## src/rtl/seg7_scan_driver.sv

```systemverilog
// Time-multiplexed common-anode 7-segment driver: shadowed value/dp/blank, leading-zero
// suppression, anti-ghosting dead cycle. Define SEG7_HEX_EN to display A-F glyphs.
module seg7_scan_driver #(
    parameter int DIGITS      = 8,
    parameter int REFRESH_DIV = 100000
) (
    input  logic                  clk,
    input  logic                  rst_n,
    input  logic                  enable,
    input  logic                  load,
    input  logic [4*DIGITS-1:0]   value_in,
    input  logic [DIGITS-1:0]     dp_in,
    input  logic [DIGITS-1:0]     blank_in,
    input  logic                  lz_en,
    output logic [6:0]            seg,
    output logic                  DP,
    output logic [DIGITS-1:0]     AN
);

    localparam int IDX_W = (DIGITS > 1) ? $clog2(DIGITS) : 1;
    localparam int PRE_W = $clog2(REFRESH_DIV);
    localparam logic [IDX_W-1:0] IDX_LAST = IDX_W'(DIGITS - 1);
    localparam logic [PRE_W-1:0] PRE_LAST = PRE_W'(REFRESH_DIV - 1);
    localparam logic [6:0]       SEG_OFF  = 7'b1111111;

    // Segment pattern {CA..CG}, active low; unsupported glyphs stay dark.
    function automatic logic [6:0] decode_nibble(input logic [3:0] nib);
        logic [6:0] pat;
        case (nib)
            4'd0:    pat = 7'b0000001;
            4'd1:    pat = 7'b1001111;
            4'd2:    pat = 7'b0010010;
            4'd3:    pat = 7'b0000110;
            4'd4:    pat = 7'b1001100;
            4'd5:    pat = 7'b0100100;
            4'd6:    pat = 7'b0100000;
            4'd7:    pat = 7'b0001111;
            4'd8:    pat = 7'b0000000;
            4'd9:    pat = 7'b0001100;
`ifdef SEG7_HEX_EN
            4'd10:   pat = 7'b0001000;
            4'd11:   pat = 7'b1100000;
            4'd12:   pat = 7'b0110001;
            4'd13:   pat = 7'b1000010;
            4'd14:   pat = 7'b0110000;
            4'd15:   pat = 7'b0111000;
`endif
            default: pat = SEG_OFF;
        endcase
        return pat;
    endfunction

    logic [PRE_W-1:0]      presc_q, presc_d;
    logic [IDX_W-1:0]      idx_q, idx_d;
    logic [4*DIGITS-1:0]   value_q, value_d;
    logic [DIGITS-1:0]     dp_sh_q, dp_sh_d;
    logic [DIGITS-1:0]     blank_q, blank_d;
    logic [6:0]            seg_q, seg_d;
    logic                  dp_q, dp_d;
    logic [DIGITS-1:0]     an_q, an_d;

    logic                  tick_s;
    logic [DIGITS-1:0]     zero_from_s;
    logic [3:0]            cur_nib_s;
    logic                  dark_s;

    // zero_from_s[i]: nibbles i..DIGITS-1 of the shadow are all zero.
    always_comb begin
        zero_from_s = {DIGITS{1'b0}};
        for (int i = 0; i < DIGITS; i++) begin
            zero_from_s[i] = ((value_q >> (4 * i)) == {(4*DIGITS){1'b0}});
        end
    end

    // Current digit nibble and darkness (blank or leading-zero suppressed).
    always_comb begin
        cur_nib_s = value_q[4*idx_q +: 4];
        dark_s    = blank_q[idx_q] |
                    (lz_en & (idx_q != {IDX_W{1'b0}}) & zero_from_s[idx_q]);
    end

    // Shadow capture: only a load strobe samples the inputs, regardless of enable.
    always_comb begin
        if (load) begin
            value_d  = value_in;
            dp_sh_d  = dp_in;
            blank_d  = blank_in;
        end else begin
            value_d  = value_q;
            dp_sh_d  = dp_sh_q;
            blank_d  = blank_q;
        end
    end

    // Scan sequencing and next output image; the tick edge drives a dark dead cycle.
    always_comb begin
        tick_s  = (presc_q == PRE_LAST);
        presc_d = presc_q;
        idx_d   = idx_q;
        seg_d   = SEG_OFF;
        dp_d    = 1'b1;
        an_d    = {DIGITS{1'b1}};
        if (enable) begin
            if (tick_s) begin
                presc_d = {PRE_W{1'b0}};
                if (idx_q == IDX_LAST) begin
                    idx_d = {IDX_W{1'b0}};
                end else begin
                    idx_d = idx_q + IDX_W'(1);
                end
            end else begin
                presc_d       = presc_q + PRE_W'(1);
                // Anode stays low even for a dark digit so every slot has equal duty.
                an_d[idx_q]   = 1'b0;
                if (dark_s) begin
                    seg_d = SEG_OFF;
                    dp_d  = 1'b1;
                end else begin
                    seg_d = decode_nibble(cur_nib_s);
                    dp_d  = ~dp_sh_q[idx_q];
                end
            end
        end else begin
            presc_d = presc_q;
            idx_d   = idx_q;
        end
    end

    // State and output registers; reset leaves the shadow blanked.
    always_ff @(posedge clk or negedge rst_n) begin
        if (!rst_n) begin
            presc_q <= {PRE_W{1'b0}};
            idx_q   <= {IDX_W{1'b0}};
            value_q <= {(4*DIGITS){1'b0}};
            dp_sh_q <= {DIGITS{1'b0}};
            blank_q <= {DIGITS{1'b1}};
            seg_q   <= SEG_OFF;
            dp_q    <= 1'b1;
            an_q    <= {DIGITS{1'b1}};
        end else begin
            presc_q <= presc_d;
            idx_q   <= idx_d;
            value_q <= value_d;
            dp_sh_q <= dp_sh_d;
            blank_q <= blank_d;
            seg_q   <= seg_d;
            dp_q    <= dp_d;
            an_q    <= an_d;
        end
    end

    assign seg = seg_q;
    assign DP  = dp_q;
    assign AN  = an_q;

endmodule

```

## config.mk

```make
export PLATFORM = sky130hd
export DESIGN_NAME = seg7_scan_driver
export DESIGN_NICKNAME = d
export VERILOG_FILES = /design/src/rtl/seg7_scan_driver.sv
export SDC_FILE = /design/constraint.sdc
export NUM_CORES = 1
export LEC_CHECK = 0
export CAP_MARGIN = 20
export CELL_PAD_IN_SITES_DETAIL_PLACEMENT = 0
export CELL_PAD_IN_SITES_GLOBAL_PLACEMENT = 1
export CORE_MARGIN = 5
export CORE_UTILIZATION = 43
export DETAILED_ROUTE_END_ITERATION = 10
export HOLD_SLACK_MARGIN = 0.15
export PLACE_DENSITY_LB_ADDON = 0.2
export REMOVE_ABC_BUFFERS = 1
export SLEW_MARGIN = 40
export SYNTH_ARGS = -nofsm -noshare
export SYNTH_HDL_FRONTEND = slang
export SYNTH_SLANG_ARGS = --single-unit
```

## constraint.sdc

```tcl
create_clock -name clk -period 3.47 [get_ports clk]
set_input_delay 0.347 -clock clk [delete_from_list [all_inputs] [get_ports clk]]
set_output_delay 0.347 -clock clk [all_outputs]
set_load 0.01 [all_outputs]
```

# == After elaboration in Yosys (flattened, before gate mapping) ==
# Memory sizes are Yosys's and may differ from the RTL's.
# Index checks and enable logic that the tools add are counted.
# totals
ff_bits,84
romBits,112
mem_count,1
# mem_list
name,depth,width,rd,rd_clocked_by_memory_dff,write_ports,line,text
(no name shown),16,7,1,0,0,29,case (nib)
# op_classes
add_sub_neg,2
n_lt_le_gt_ge,2
n_eq_ne,2
shift,1
n_mux,18
n_bitwise,5
reduce_logical,11
# op_table
cell,n
$logic_not A32 Y1,8
$shiftx A32 B6 Y4,1
$mux W7,3
$add A17 B1 Y17 const B,1
$eq A17 B17 Y1 const B,1
$mux W17,1
$mux W8,2
$bmux W1 S3,3
$not A8 Y8,1
$mux W1,7
$lt A3 B4 Y1 const B,1
$add A3 B1 Y3 const B,1
$demux W1 S3,1
$eq A3 B3 Y1 const B,1
$ge A3 B1 Y1 const B,1
$mux W3,1
$reduce_bool A3 Y1,1
$and A1 B1 Y1,2
$reduce_and A2 Y1,1
$logic_and A1 B1 Y1,1
$not A1 Y1,1
$or A1 B1 Y1,1

# == Logic depth before layout (Yosys ltp) ==
# depth
depth_word,8
ltp_mapped,11

# == Worst setup path before layout ==
# No wires, ideal clock.
# synth_timing
kind,register to register
startpoint,register idx_q[0]
endpoint,register seg_q[2] (netlist: seg[2])
setup_time_ns,0.105
t_arrival_ns,2.339
slack_ns,1.026
path_stages_with_launch,10
n_path_buf,2
synth_period_minus_slack_ns,2.444
cell_sequence,dfrtp_1 > buf_6 > buf_2 > mux4_2 > mux2i_1 > ha_1 > inv_1 > or3b_1 > o21ai_0 > o211ai_1
# synth_between
elab_chain_len,7
word_cells_on_any_way,13
classes_between,1 x shift; 7 x mux; 3 x bitwise; 1 x reduce/logical; 1 x memory
# synth_rtl
element,line,text
"start, declared",54,"logic [IDX_W-1:0] idx_q, idx_d;"
"start signal, assigned",133,idx_q <= {IDX_W{1'b0}};
"start signal, assigned",142,idx_q <= idx_d;
branches (longest 4 deep; another with $mem_v2 Z16 W7),-,
$mux W7 (*),115,if (dark_s) begin
$mux W7 (*),104,if (tick_s) begin
$mux W7 (*),103,if (enable) begin
net seg_d[2],58,"logic [6:0] seg_q, seg_d;"
"end signal, assigned",146,seg_q <= seg_d;
"end, declared",58,
# Mark *: on every way through the listed nets, which the timed path passes. The select of a mux whose other input is x is not followed.
# A chain may end at the register's enable or synchronous reset.

# == Worst setup path after layout ==
# layout_timing
startpoint,register idx_q[0]
endpoint,register seg_q[3] (netlist: seg[3])
# The elaborated chain is that of the path after synthesis.

==> run metrics <==
outcome completed; Critical Path RT 3.71 ns; Worst Reg-to-Reg Cells 7; type of origin of the critical path register; Post-synth EDFFs 0; most common cell after layout, fill and taps aside clkdlybuf4s50_1; final hold vios 0; Root Buffer Master clkbuf_8; Core Footprint 9240 um^2; antenna fix cells 0; cell area after placement 4840 um^2; synthesized flop and latch total 84; final setup vio count 0; vias 2759; largest net degree at the start of global routing 85; nets 449; starting density of the core 44.0%; maximum fanout along the worst path 16; reg2reg end seg[3]; Finished Layout Cells 520; CTS tree built; Cell Area, Synth 4070 um^2; Synth cell types 54; Final Critical Period 2.83 ns; Clock Skews 0.0150 ns; Top FF cell, synth dfrtp_1; CTS H-tree depth 3; cts repair resizes 0; drt first pass iters 4; Die Y 107 um; GRT Total Usage 15.5%; R2R setup slack 0.64 ns; RSZ-0062 raised after global routing false; CP arrival 3.07 ns; vias in the first global route 2790; fraction of layout cells with a size suffix above 1 27.1%; final wirelength 8.52 mm; metal2 WL 3.95 mm; final instance area 5010 um^2; yosys warns 0; Bufs on Longest Clock Path 2; # port buffers 68; syn avg cell area 12.7 um^2; full die area 11500 um^2; Max rail drop VDD 211 uV; Vias/cell 5.31; Hold Buf Count CTS 1; most frequent cells in the layout 66 x clkdlybuf4s50_1, 60 x dfrtp_1, 52 x mux2_2; GPL Wtd Cong 0.767; clock latency at the later pin of the worst-skew pair 0.36 ns; global-route wire length before repair 14.0 mm; total global routing overflow 0; pwr/cell area 415 nW/um^2; Max Cap Viol 0; Final ANT Viol Nets 0; DRT iter0 DRCs 89; Max-slew headroom 48.1%; Leak 1.99 nW; f_max 0.353 GHz; dpl hpwl 6.04 mm; dpl cells 503; worst r2r src idx_q[0]; I/O Pins 69; initial antenna violation count 0; Syn Inst Count 319; clock-pin transition on the worst setup and hold timing paths 0.09 ns; uppermost routed layer met4; Area growth, synth to finish 23.3%; Min-Delay Endpoint presc_q[14]; Crit Path Category reg -> reg; drt drc 0; worst hold-check path type reg -> reg; Met3 Wirelength 307 um; Clock Sinks 84; Post-CTS Setup Bufs 0; final core occ 54.3%; fin crit share 81.5%; drt wl/cell 16.4 um; CTS Buf Count 9; chip width 107 um; hold path cells 1; Slew Viols, Final 0; hold_sp presc_q[14]; Tightest Pin Transition 0.771 ns; Setup TNS Final 0 ns; async set-or-reset flop fraction in the synthesized netlist 100%; sequential-to-total area share from yosys stat 52.4%; critical path endpoint category register; site row count 35; Metal-1 WL 4.15 mm
[worst max path at each step]
stage | slack, ns | to | depth (start not counted) | startpoint
floorplan | 0.87 | seg[2] | 7 | idx_q[0]
global placement | 0.75 | seg[3] | 7 | idx_q[0]
detailed placement | 0.64 | seg[3] | 7 | idx_q[0]
CTS | 0.59 | seg[1] | 7 | idx_q[0]
global route | 0.41 | seg[3] | 7 | idx_q[0]
finish | 0.64 | seg[3] | 7 | idx_q[0]
[power breakdown]
group	total [mW]	internal [mW]	switching (mW)	leakage, nW
Clock	0.602	0.258	0.344	0.0831
Sequential	1.17	1.08	0.0834	0.979
Combinational	0.314	0.189	0.125	0.932
Total	2.08	1.53	0.553	1.99
[worst max-delay path, stage by stage (launching register included)]
cell and delay [ns]:
dfrtp_1 0.78, mux4_2 0.58, mux2i_1 0.47, ha_1 0.23, inv_1 0.05, or3b_1 0.38, o21ai_0 0.09, o211ai_1 0.12
[routing by layer]
metal,up-vias,GRT usage (%)
met3,12,2.59
met2,59,22.8
met4,0,6.85
li1,1307,-
met1,1381,22.5
met5,-,0
[through the flow]
stage          total power, mW  setup slack (ns)  hold WS [ns]
2_1_floorplan             1.34             0.870        0.0514
3_3_place_gp              1.50             0.751         0.482
3_5_place_dp              1.50             0.636         0.451
4_1_cts                   2.11             0.595         0.499
5_1_grt                   2.19             0.410         0.516
6_report                  2.08             0.641         0.501
[sequential cells by signal, indices dropped and copies added, names as in the netlist]
register and flops:
AN 8, blank_q 8, presc_q 17, dp_sh_q 8, DP 1, value_q 32, seg 7, idx_q 3
[Yosys cell counts (2+ instances only)]
cell type | number | area share [%]
nor4_1 | 7 | 1.1
clkbuf_1 | 7 | 0.65
or3_1 | 2 | 0.31
o211ai_1 | 3 | 0.55
mux2i_1 | 4 | 0.98
a21oi_1 | 6 | 0.74
a211oi_1 | 2 | 0.37
and2_1 | 2 | 0.31
a22oi_1 | 2 | 0.37
xor2_1 | 3 | 0.65
dfstp_2 | 24 | 16
o21ai_0 | 12 | 1.5
o221ai_1 | 5 | 1.1
nor2_1 | 13 | 1.2
dfrtp_1 | 60 | 37
mux4_2 | 8 | 4.4
and3_1 | 2 | 0.31
or4_1 | 4 | 0.74
nand2_1 | 25 | 2.3
buf_2 | 3 | 0.37
or4b_1 | 2 | 0.49
inv_1 | 8 | 0.74
mux2_2 | 52 | 14
nand3_1 | 5 | 0.62
nor2b_1 | 4 | 0.62
xnor2_1 | 8 | 1.7
nor3_1 | 3 | 0.37
ha_1 | 10 | 3.1
buf_6 | 2 | 0.55
nand4_1 | 7 | 1.1
[cell families (layout without fill, tap and decap cells)]
logic type	Yosys count	count (layout)	synth area share, %
multiplexers	68	68	21.7
flip-flops	84	84	52.4
XOR/XNOR	11	11	2.37
AND/OR/NAND/NOR	84	84	11.0
adder cells (fa/ha/maj)	10	10	3.08
AO/OA/AOI/OAI	40	40	6.74
buffers and inverters	22	94	2.59
[cell type report]
class / instances / area [um^2]
fillers: 825 / 4230
flip-flops and latches: 84 / 2130
multi-input cells: 213 / 1830
repair buffers: 70 / 699
well taps: 129 / 161
clock buffers: 11 / 131
clock inverters: 5 / 31.3
inverters: 8 / 30.0
Power figures use the tool's default switching activity.
